<file path="config.mk">
export PLATFORM = sky130hd
export DESIGN_NAME = gpio_irq_controller_flat
export DESIGN_NICKNAME = d
export VERILOG_FILES = /design/src/rtl/gpio_irq_controller_if.sv /design/src/rtl/gpio_irq_controller.sv /design/src/flat_wrapper.sv
export SDC_FILE = /design/constraint.sdc
export NUM_CORES = 1
export LEC_CHECK = 0
export CAP_MARGIN = 20
export CORE_UTILIZATION = 54
export CTS_CLUSTER_DIAMETER = 60
export DETAILED_ROUTE_END_ITERATION = 16
export PLACE_DENSITY = 0.94
export SYNTH_ARGS = -nofsm -noshare
export SYNTH_HDL_FRONTEND = slang
export SYNTH_SLANG_ARGS = --single-unit
export TNS_END_PERCENT = 30
</file>
<file path="constraint.sdc">
create_clock -name clk -period 3.66 [get_ports clk]
set_input_delay 1.098 -clock clk [delete_from_list [all_inputs] [get_ports clk]]
set_output_delay 1.098 -clock clk [all_outputs]
set_load 0.005 [all_outputs]
</file>
<file path="src/rtl/gpio_irq_controller_if.sv">
// Register-bus link between the MCU bus decoder (master) and the GPIO controller (slave).
interface gpio_irq_controller_if #(
    parameter int unsigned GPIO_VA_WIDTH = 6,
    parameter int unsigned BUS_ACC_WIDTH = 2,
    parameter int unsigned BUS_WIDTH     = 32
);
    logic [GPIO_VA_WIDTH-1:0] addr;
    logic                     w_rb;
    logic [BUS_ACC_WIDTH-1:0] acc;
    logic [BUS_WIDTH-1:0]     wdata;
    logic                     req;
    logic [BUS_WIDTH-1:0]     rdata;
    logic                     resp;
    logic                     fault;

    modport master (
        output addr, w_rb, acc, wdata, req,
        input  rdata, resp, fault
    );

    modport slave (
        input  addr, w_rb, acc, wdata, req,
        output rdata, resp, fault
    );
endinterface

</file>
<file path="src/rtl/gpio_irq_controller.sv">
// GPIO with direction control, atomic set/clear/toggle, synchronised inputs,
// per-pin edge detection into sticky pending bits and a registered level interrupt.
module gpio_irq_controller #(
    parameter int unsigned             WIDTH         = 8,
    parameter int unsigned             SYNC_STAGES   = 2,
    parameter int unsigned             GPIO_VA_WIDTH = 6,
    parameter int unsigned             BUS_ACC_WIDTH = 2,
    parameter int unsigned             BUS_WIDTH     = 32,
    parameter logic [BUS_ACC_WIDTH-1:0] BUS_ACC_4B   = BUS_ACC_WIDTH'(2),
    parameter bit                      IOR_DIR_IN    = 1'b1
) (
    input  logic             clk,
    input  logic             rstn,
    output logic [WIDTH-1:0] dir,
    input  logic [WIDTH-1:0] i,
    output logic [WIDTH-1:0] o,
    output logic             irq,
    gpio_irq_controller_if.slave bus
);

    localparam logic [GPIO_VA_WIDTH-1:0] ADDR_D    = GPIO_VA_WIDTH'('h00);
    localparam logic [GPIO_VA_WIDTH-1:0] ADDR_DIR  = GPIO_VA_WIDTH'('h04);
    localparam logic [GPIO_VA_WIDTH-1:0] ADDR_SET  = GPIO_VA_WIDTH'('h08);
    localparam logic [GPIO_VA_WIDTH-1:0] ADDR_CLR  = GPIO_VA_WIDTH'('h0C);
    localparam logic [GPIO_VA_WIDTH-1:0] ADDR_TGL  = GPIO_VA_WIDTH'('h10);
    localparam logic [GPIO_VA_WIDTH-1:0] ADDR_IE   = GPIO_VA_WIDTH'('h14);
    localparam logic [GPIO_VA_WIDTH-1:0] ADDR_RISE = GPIO_VA_WIDTH'('h18);
    localparam logic [GPIO_VA_WIDTH-1:0] ADDR_FALL = GPIO_VA_WIDTH'('h1C);
    localparam logic [GPIO_VA_WIDTH-1:0] ADDR_IP   = GPIO_VA_WIDTH'('h20);

    localparam int unsigned REG_D    = 0;
    localparam int unsigned REG_DIR  = 1;
    localparam int unsigned REG_SET  = 2;
    localparam int unsigned REG_CLR  = 3;
    localparam int unsigned REG_TGL  = 4;
    localparam int unsigned REG_IE   = 5;
    localparam int unsigned REG_RISE = 6;
    localparam int unsigned REG_FALL = 7;
    localparam int unsigned REG_IP   = 8;

    logic [SYNC_STAGES-1:0][WIDTH-1:0] sync_q;
    logic [WIDTH-1:0] prev_q, sin;
    logic [WIDTH-1:0] o_q, o_d;
    logic [WIDTH-1:0] dir_q, dir_d;
    logic [WIDTH-1:0] ie_q, ie_d;
    logic [WIDTH-1:0] rise_q, rise_d;
    logic [WIDTH-1:0] fall_q, fall_d;
    logic [WIDTH-1:0] ip_q, ip_d;
    logic [BUS_WIDTH-1:0] rdata_q, rdata_d;
    logic resp_q, irq_q;

    logic [8:0]       sel;
    logic             readable, valid, wr_en, rd_en;
    logic [WIDTH-1:0] wd, w1c, edge_set, rd_val;
    logic             unused_wdata;

    assign sin          = sync_q[SYNC_STAGES-1];
    assign wd           = bus.wdata[WIDTH-1:0];
    assign unused_wdata = ^bus.wdata;

    always_comb begin
        sel = '0;
        unique case (bus.addr)
            ADDR_D:    sel[REG_D]    = 1'b1;
            ADDR_DIR:  sel[REG_DIR]  = 1'b1;
            ADDR_SET:  sel[REG_SET]  = 1'b1;
            ADDR_CLR:  sel[REG_CLR]  = 1'b1;
            ADDR_TGL:  sel[REG_TGL]  = 1'b1;
            ADDR_IE:   sel[REG_IE]   = 1'b1;
            ADDR_RISE: sel[REG_RISE] = 1'b1;
            ADDR_FALL: sel[REG_FALL] = 1'b1;
            ADDR_IP:   sel[REG_IP]   = 1'b1;
            default:   sel = '0;
        endcase
    end

    // SET/CLR/TGL are write-only strobes; reading them is a bus fault.
    assign readable = sel[REG_D] | sel[REG_DIR] | sel[REG_IE] | sel[REG_RISE] | sel[REG_FALL]
                    | sel[REG_IP];
    assign valid    = (bus.acc == BUS_ACC_4B) & (bus.w_rb ? (|sel) : readable);
    assign wr_en    = bus.req & valid & bus.w_rb;
    assign rd_en    = bus.req & valid & ~bus.w_rb;

    assign edge_set = (sin & ~prev_q & rise_q) | (~sin & prev_q & fall_q);
    assign w1c      = (wr_en & sel[REG_IP]) ? wd : '0;

    assign rd_val = ({WIDTH{sel[REG_D]}}    & sin)
                  | ({WIDTH{sel[REG_DIR]}}  & dir_q)
                  | ({WIDTH{sel[REG_IE]}}   & ie_q)
                  | ({WIDTH{sel[REG_RISE]}} & rise_q)
                  | ({WIDTH{sel[REG_FALL]}} & fall_q)
                  | ({WIDTH{sel[REG_IP]}}   & ip_q);

    always_comb begin
        o_d     = o_q;
        dir_d   = dir_q;
        ie_d    = ie_q;
        rise_d  = rise_q;
        fall_d  = fall_q;
        rdata_d = rdata_q;
        if (wr_en) begin
            if (sel[REG_D])    o_d    = wd;
            if (sel[REG_SET])  o_d    = o_q | wd;
            if (sel[REG_CLR])  o_d    = o_q & ~wd;
            if (sel[REG_TGL])  o_d    = o_q ^ wd;
            if (sel[REG_DIR])  dir_d  = wd;
            if (sel[REG_IE])   ie_d   = wd;
            if (sel[REG_RISE]) rise_d = wd;
            if (sel[REG_FALL]) fall_d = wd;
        end
        if (rd_en) rdata_d = BUS_WIDTH'(rd_val);
        // A fresh edge beats a simultaneous write-1-to-clear of the same bit.
        ip_d = edge_set | (ip_q & ~w1c);
    end

    always_ff @(posedge clk or negedge rstn) begin
        if (!rstn) begin
            sync_q  <= '0;
            prev_q  <= '0;
            o_q     <= '0;
            dir_q   <= '0;
            ie_q    <= '0;
            rise_q  <= '0;
            fall_q  <= '0;
            ip_q    <= '0;
            rdata_q <= '0;
            resp_q  <= 1'b0;
            irq_q   <= 1'b0;
        end else begin
            sync_q  <= {sync_q[SYNC_STAGES-2:0], i};
            prev_q  <= sin;
            o_q     <= o_d;
            dir_q   <= dir_d;
            ie_q    <= ie_d;
            rise_q  <= rise_d;
            fall_q  <= fall_d;
            ip_q    <= ip_d;
            rdata_q <= rdata_d;
            resp_q  <= bus.req & valid;
            irq_q   <= |(ip_q & ie_q);
        end
    end

    assign dir       = dir_q ^ {WIDTH{IOR_DIR_IN}};
    assign o         = o_q;
    assign irq       = irq_q;
    assign bus.rdata = rdata_q;
    assign bus.resp  = resp_q;
    assign bus.fault = bus.req & ~valid;

endmodule

</file>
<file path="src/flat_wrapper.sv">
// flat-port wrapper written by rule: the top's interface ports become plain ports
module gpio_irq_controller_flat 
#(
    parameter int unsigned             WIDTH         = 8,
    parameter int unsigned             SYNC_STAGES   = 2,
    parameter int unsigned             GPIO_VA_WIDTH = 6,
    parameter int unsigned             BUS_ACC_WIDTH = 2,
    parameter int unsigned             BUS_WIDTH     = 32,
    parameter logic [BUS_ACC_WIDTH-1:0] BUS_ACC_4B   = BUS_ACC_WIDTH'(2),
    parameter bit                      IOR_DIR_IN    = 1'b1
)
  (clk, rstn, dir, i, o, irq, bus_addr, bus_w_rb, bus_acc, bus_wdata, bus_req, bus_rdata, bus_resp, bus_fault);
  gpio_irq_controller_if #(.GPIO_VA_WIDTH(GPIO_VA_WIDTH), .BUS_ACC_WIDTH(BUS_ACC_WIDTH), .BUS_WIDTH(BUS_WIDTH)) bus_i ();
  input  logic clk;
  input  logic rstn;
  output logic [WIDTH-1:0] dir;
  input  logic [WIDTH-1:0] i;
  output logic [WIDTH-1:0] o;
  output logic irq;
  input wire logic [$bits(bus_i.addr)-1:0] bus_addr;
  input wire logic [$bits(bus_i.w_rb)-1:0] bus_w_rb;
  input wire logic [$bits(bus_i.acc)-1:0] bus_acc;
  input wire logic [$bits(bus_i.wdata)-1:0] bus_wdata;
  input wire logic [$bits(bus_i.req)-1:0] bus_req;
  output wire logic [$bits(bus_i.rdata)-1:0] bus_rdata;
  output wire logic [$bits(bus_i.resp)-1:0] bus_resp;
  output wire logic [$bits(bus_i.fault)-1:0] bus_fault;
  assign bus_i.addr = bus_addr;
  assign bus_i.w_rb = bus_w_rb;
  assign bus_i.acc = bus_acc;
  assign bus_i.wdata = bus_wdata;
  assign bus_i.req = bus_req;
  assign bus_rdata = bus_i.rdata;
  assign bus_resp = bus_i.resp;
  assign bus_fault = bus_i.fault;
  gpio_irq_controller #(.WIDTH(WIDTH), .SYNC_STAGES(SYNC_STAGES), .GPIO_VA_WIDTH(GPIO_VA_WIDTH), .BUS_ACC_WIDTH(BUS_ACC_WIDTH), .BUS_WIDTH(BUS_WIDTH), .BUS_ACC_4B(BUS_ACC_4B), .IOR_DIR_IN(IOR_DIR_IN)) u_core (.clk(clk), .rstn(rstn), .dir(dir), .i(i), .o(o), .irq(irq), .bus(bus_i));
endmodule
</file>
==> impl_metrics.py <==
metrics = {
    "sta": {
        "layout_setup_ws_ps": 93.9,
        "hold_viol_final": 0,
        "period_share": 0.974,
        "worstMarginPinSlew_ps": 504,
        "setup_viol": 0,
        "slew_viol_final": 0,
        "clock_skew_ps": 7.37,
        "fin_crit_ps": 3570,
        "rsz0062_at_grt": "false",
        "clock.fmax_ghz": 0.280,
        "slew_headroom": 0.662,
    },
    "drt": {
        "drtIter0Drc": 217,
        "drc": 0,
        "drt_wl_total_um": 9780,
        "drtPass1Iterations": 4,
        "wl_met3_um": 485,
        "vias": 3162,
        "drtAntennaViolNets": 0,
        "top_layer": "met4",
        "vias_per_cell": 5.70,
        "wl_met1_um": 4110,
        "wire_per_inst_um": 17.6,
        "dr_wl_met2_um": 4930,
    },
    "clock_tree": {
        "clock-root-buffer": "clkbuf_8",
        "clock-sinks": 82,
        "post-cts-setup-buffer-count": 0,
        "clockBufferDepth": 2,
        "cts_tree": "yes",
        "htree_levels": 3,
        "clk-insertion-delay-late_ps": 360,
        "cts_buffers": 9,
        "path_clk_slew_ps": 80,
    },
    "yosys": {
        "ys_top_cells_by_count": "82 x dfrtp_1, 40 x mux2_2, 36 x nand2_1, 35 x inv_1, 24 x buf_4",
        "synth_ff_type": "dfrtp_1",
        "synth_xor_area_frac": 0,
        "syn-mean-instance-area_um2": 11.1,
        "synth_top_area_share": 0.488,
        "synthAdderAreaFrac": 0.0476,
        "synth_compound_area_frac": 0.122,
        "ys_ff_latch": 82,
        "async_reset_ff_frac": 1.00,
        "seq_area_frac_synth": 0.488,
        "syn_inst": 380,
        "muxShareOfSynthArea": 0.145,
        "ys_types": 46,
        "synth_warnings": 0,
        "yosysMostFrequentCell": "dfrtp_1",
        "synth_edf_count": 0,
        "yosysTopAreaCell": "dfrtp_1",
        "synth.cell_area_um2": 4200,
        "synth_area_leaders": "dfrtp_1 49%, mux2_2 11%, ha_1 4.8%, buf_4 4.3%, mux2i_1 3.8%",
        "synthSimpleGateAreaFrac": 0.103,
        "synth_top_family_by_area": "multiplexers",
    },
    "worst_setup_path": {
        "crit_required_ps": 2560,
        "r2r_start": "u_core.sin[4]$_DFF_PN0_",
        "cp_max_fo": 3,
        "r2r-end": "u_core.bus.rdata[4]$_DFFE_PN0P_",
        "critPathKind": "input pin to output pin",
        "r2r_cells": 3,
        "arrival_ps": 2470,
        "crit_path_end_kind": "output pin",
        "max_stage_delay_ps": 510,
        "startpoint_type": "input pin",
        "reg2reg_setup_slack_ps": 2310,
        "crit_slowest_cell": "clkdlybuf4s50_1",
        "crit_chain": "clkdlybuf4s50_1, nor3b_1, a21oi_1, nand3_1, o31a_1, dlygate4sd2_1",
    },
    "place": {
        "portBuffers": 54,
        "place_ws_ps": -326,
        "placedCellCount": 538,
        "place_hpwl_um": 6860,
        "place.gp.congestion": 0.879,
    },
    "min_path": {
        "min_to": "u_core.sin[5]$_DFF_PN0_",
        "min_from": "u_core.sync_q[5]$_DFF_PN0_",
        "whs_path_depth": 0,
        "hp-class": "register to register",
    },
    "power": {
        "max-vdd-ir-drop_v": 0.000285,
        "p_per_area_nw_per_um2": 378,
        "fin_total_pwr_mw": 1.93,
        "p_leak_nw": 2.38,
    },
    "finish": {
        "seq_area_um2": 2050,
        "utilization": 0.691,
        "layout-drive-gt1-share": 0.200,
        "nets": 519,
        "finalNonFillerCells": 555,
        "multi_input_area_um2": 1860,
        "antenna_cells": 0,
        "area_growth_pct": 21.1,
        "fillCellCount": 540,
    },
    "die": {
        "num_rows": 31,
        "io_pins": 103,
        "fp.dieW_um": 90.2,
        "start_util": 0.570,
        "die_h_um": 90.2,
        "die_area_um2": 8140,
        "core-area_um2": 7370,
    },
    "global_route": {
        "grt_usage": 0.249,
        "grt-ovfl-total": 0,
        "grt_start_max_net_pins": 83,
        "grt_pass1_wl_um": 15800,
        "grt_pass1_vias": 3194,
        "antenna_found_initial": 0,
    },
    "job": {
        "cap_violations": 0,
    },
    "outcome": {
        "outcome": "completed",
    },
}
==> metal layers <==
metal	up-vias	global-route usage
li1	1438	-
met1	1584	0.317
met2	114	0.414
met3	26	0.0457
met4	0	0.114
met5	-	0
==> placed cells by master, fill, tap and decap left out, types with 2 or more instances in the layout <==
cell | Yosys | layout
a31oi_1 | 6 | 6
o21ai_0 | 12 | 11
conb_1 | 1 | 24
mux2i_1 | 16 | 16
nand3_1 | 2 | 2
nand2b_1 | 3 | 3
a222oi_1 | 8 | 8
clkbuf_8 | 0 | 9
mux2_2 | 40 | 40
nand4_1 | 9 | 9
nor2_1 | 12 | 12
dfrtp_1 | 82 | 82
buf_4 | 24 | 24
clkinv_4 | 0 | 2
ha_1 | 16 | 16
clkinv_2 | 0 | 2
nor3_1 | 2 | 2
o211ai_1 | 7 | 7
and3_1 | 2 | 2
dlygate4sd2_1 | 0 | 3
nand2_1 | 36 | 36
inv_1 | 35 | 35
o2111ai_1 | 8 | 8
clkdlybuf4s50_1 | 0 | 50
o22ai_1 | 9 | 9
a22oi_1 | 4 | 4
a21o_1 | 8 | 8
==> cell type report <==
class | count | share of cell area
clock inverter | 6 | 0.0130
timing repair buffer | 78 | 0.144
tap | 99 | 0.0243
sequential | 82 | 0.403
multi-input combinational | 245 | 0.364
clock buffer | 10 | 0.0251
inverter | 35 | 0.0258
==> how the worst max path moves through the flow <==
stage / start / end / slack (ps)
finish: bus_addr[4] / bus_fault / 90
global route: bus_w_rb / bus_fault / 20
CTS: bus_w_rb / bus_fault / 80
detailed placement: bus_addr[2] / bus_fault / -330
global placement: bus_addr[2] / bus_fault / -320
floorplan: bus_addr[2] / bus_fault / 440
==> worst max-delay path, delay by kind of cell <==
kind	cells	cell delay, ps
and+or+nand+nor	2	190
buffers and inverters	2	780
AOI/OAI and AO/OA	2	390
==> cells by family (layout without fill, tap and decap cells) <==
group	after synthesis	in the layout
buffers and inverters	76	129
AND/OR/NAND/NOR	81	81
AO/OA/AOI/OAI	68	68
flip-flops	82	82
other	1	24
multiplexers	56	56
adder cells (fa/ha/maj)	16	16
==> through the flow <==
step / setup TNS [ps] / hold slack (ps) / instance area, um^2
finish: 0 / 354 / 5090
floorplan: 0 / 331 / 4290
detailed placement: -326 / 335 / 4870
global route: 0 / 359 / 5090
global placement: -316 / 332 / 4870
CTS: 0 / 355 / 5060
==> power by group <==
group	total (mW)	switching, mW	internal (mW)
clock network	0.657	0.339	0.318
registers	0.997	0.0396	0.957
logic	0.272	0.129	0.143
==> what timing repair did <==
action | in CTS | in global routing
gates resized for setup | 4 | 1
hold buffers | 0 | 0
hold endpoints to repair | 0 | 0
setup endpoints to repair | 1 | 1
(Power assumes the default switching activity.)
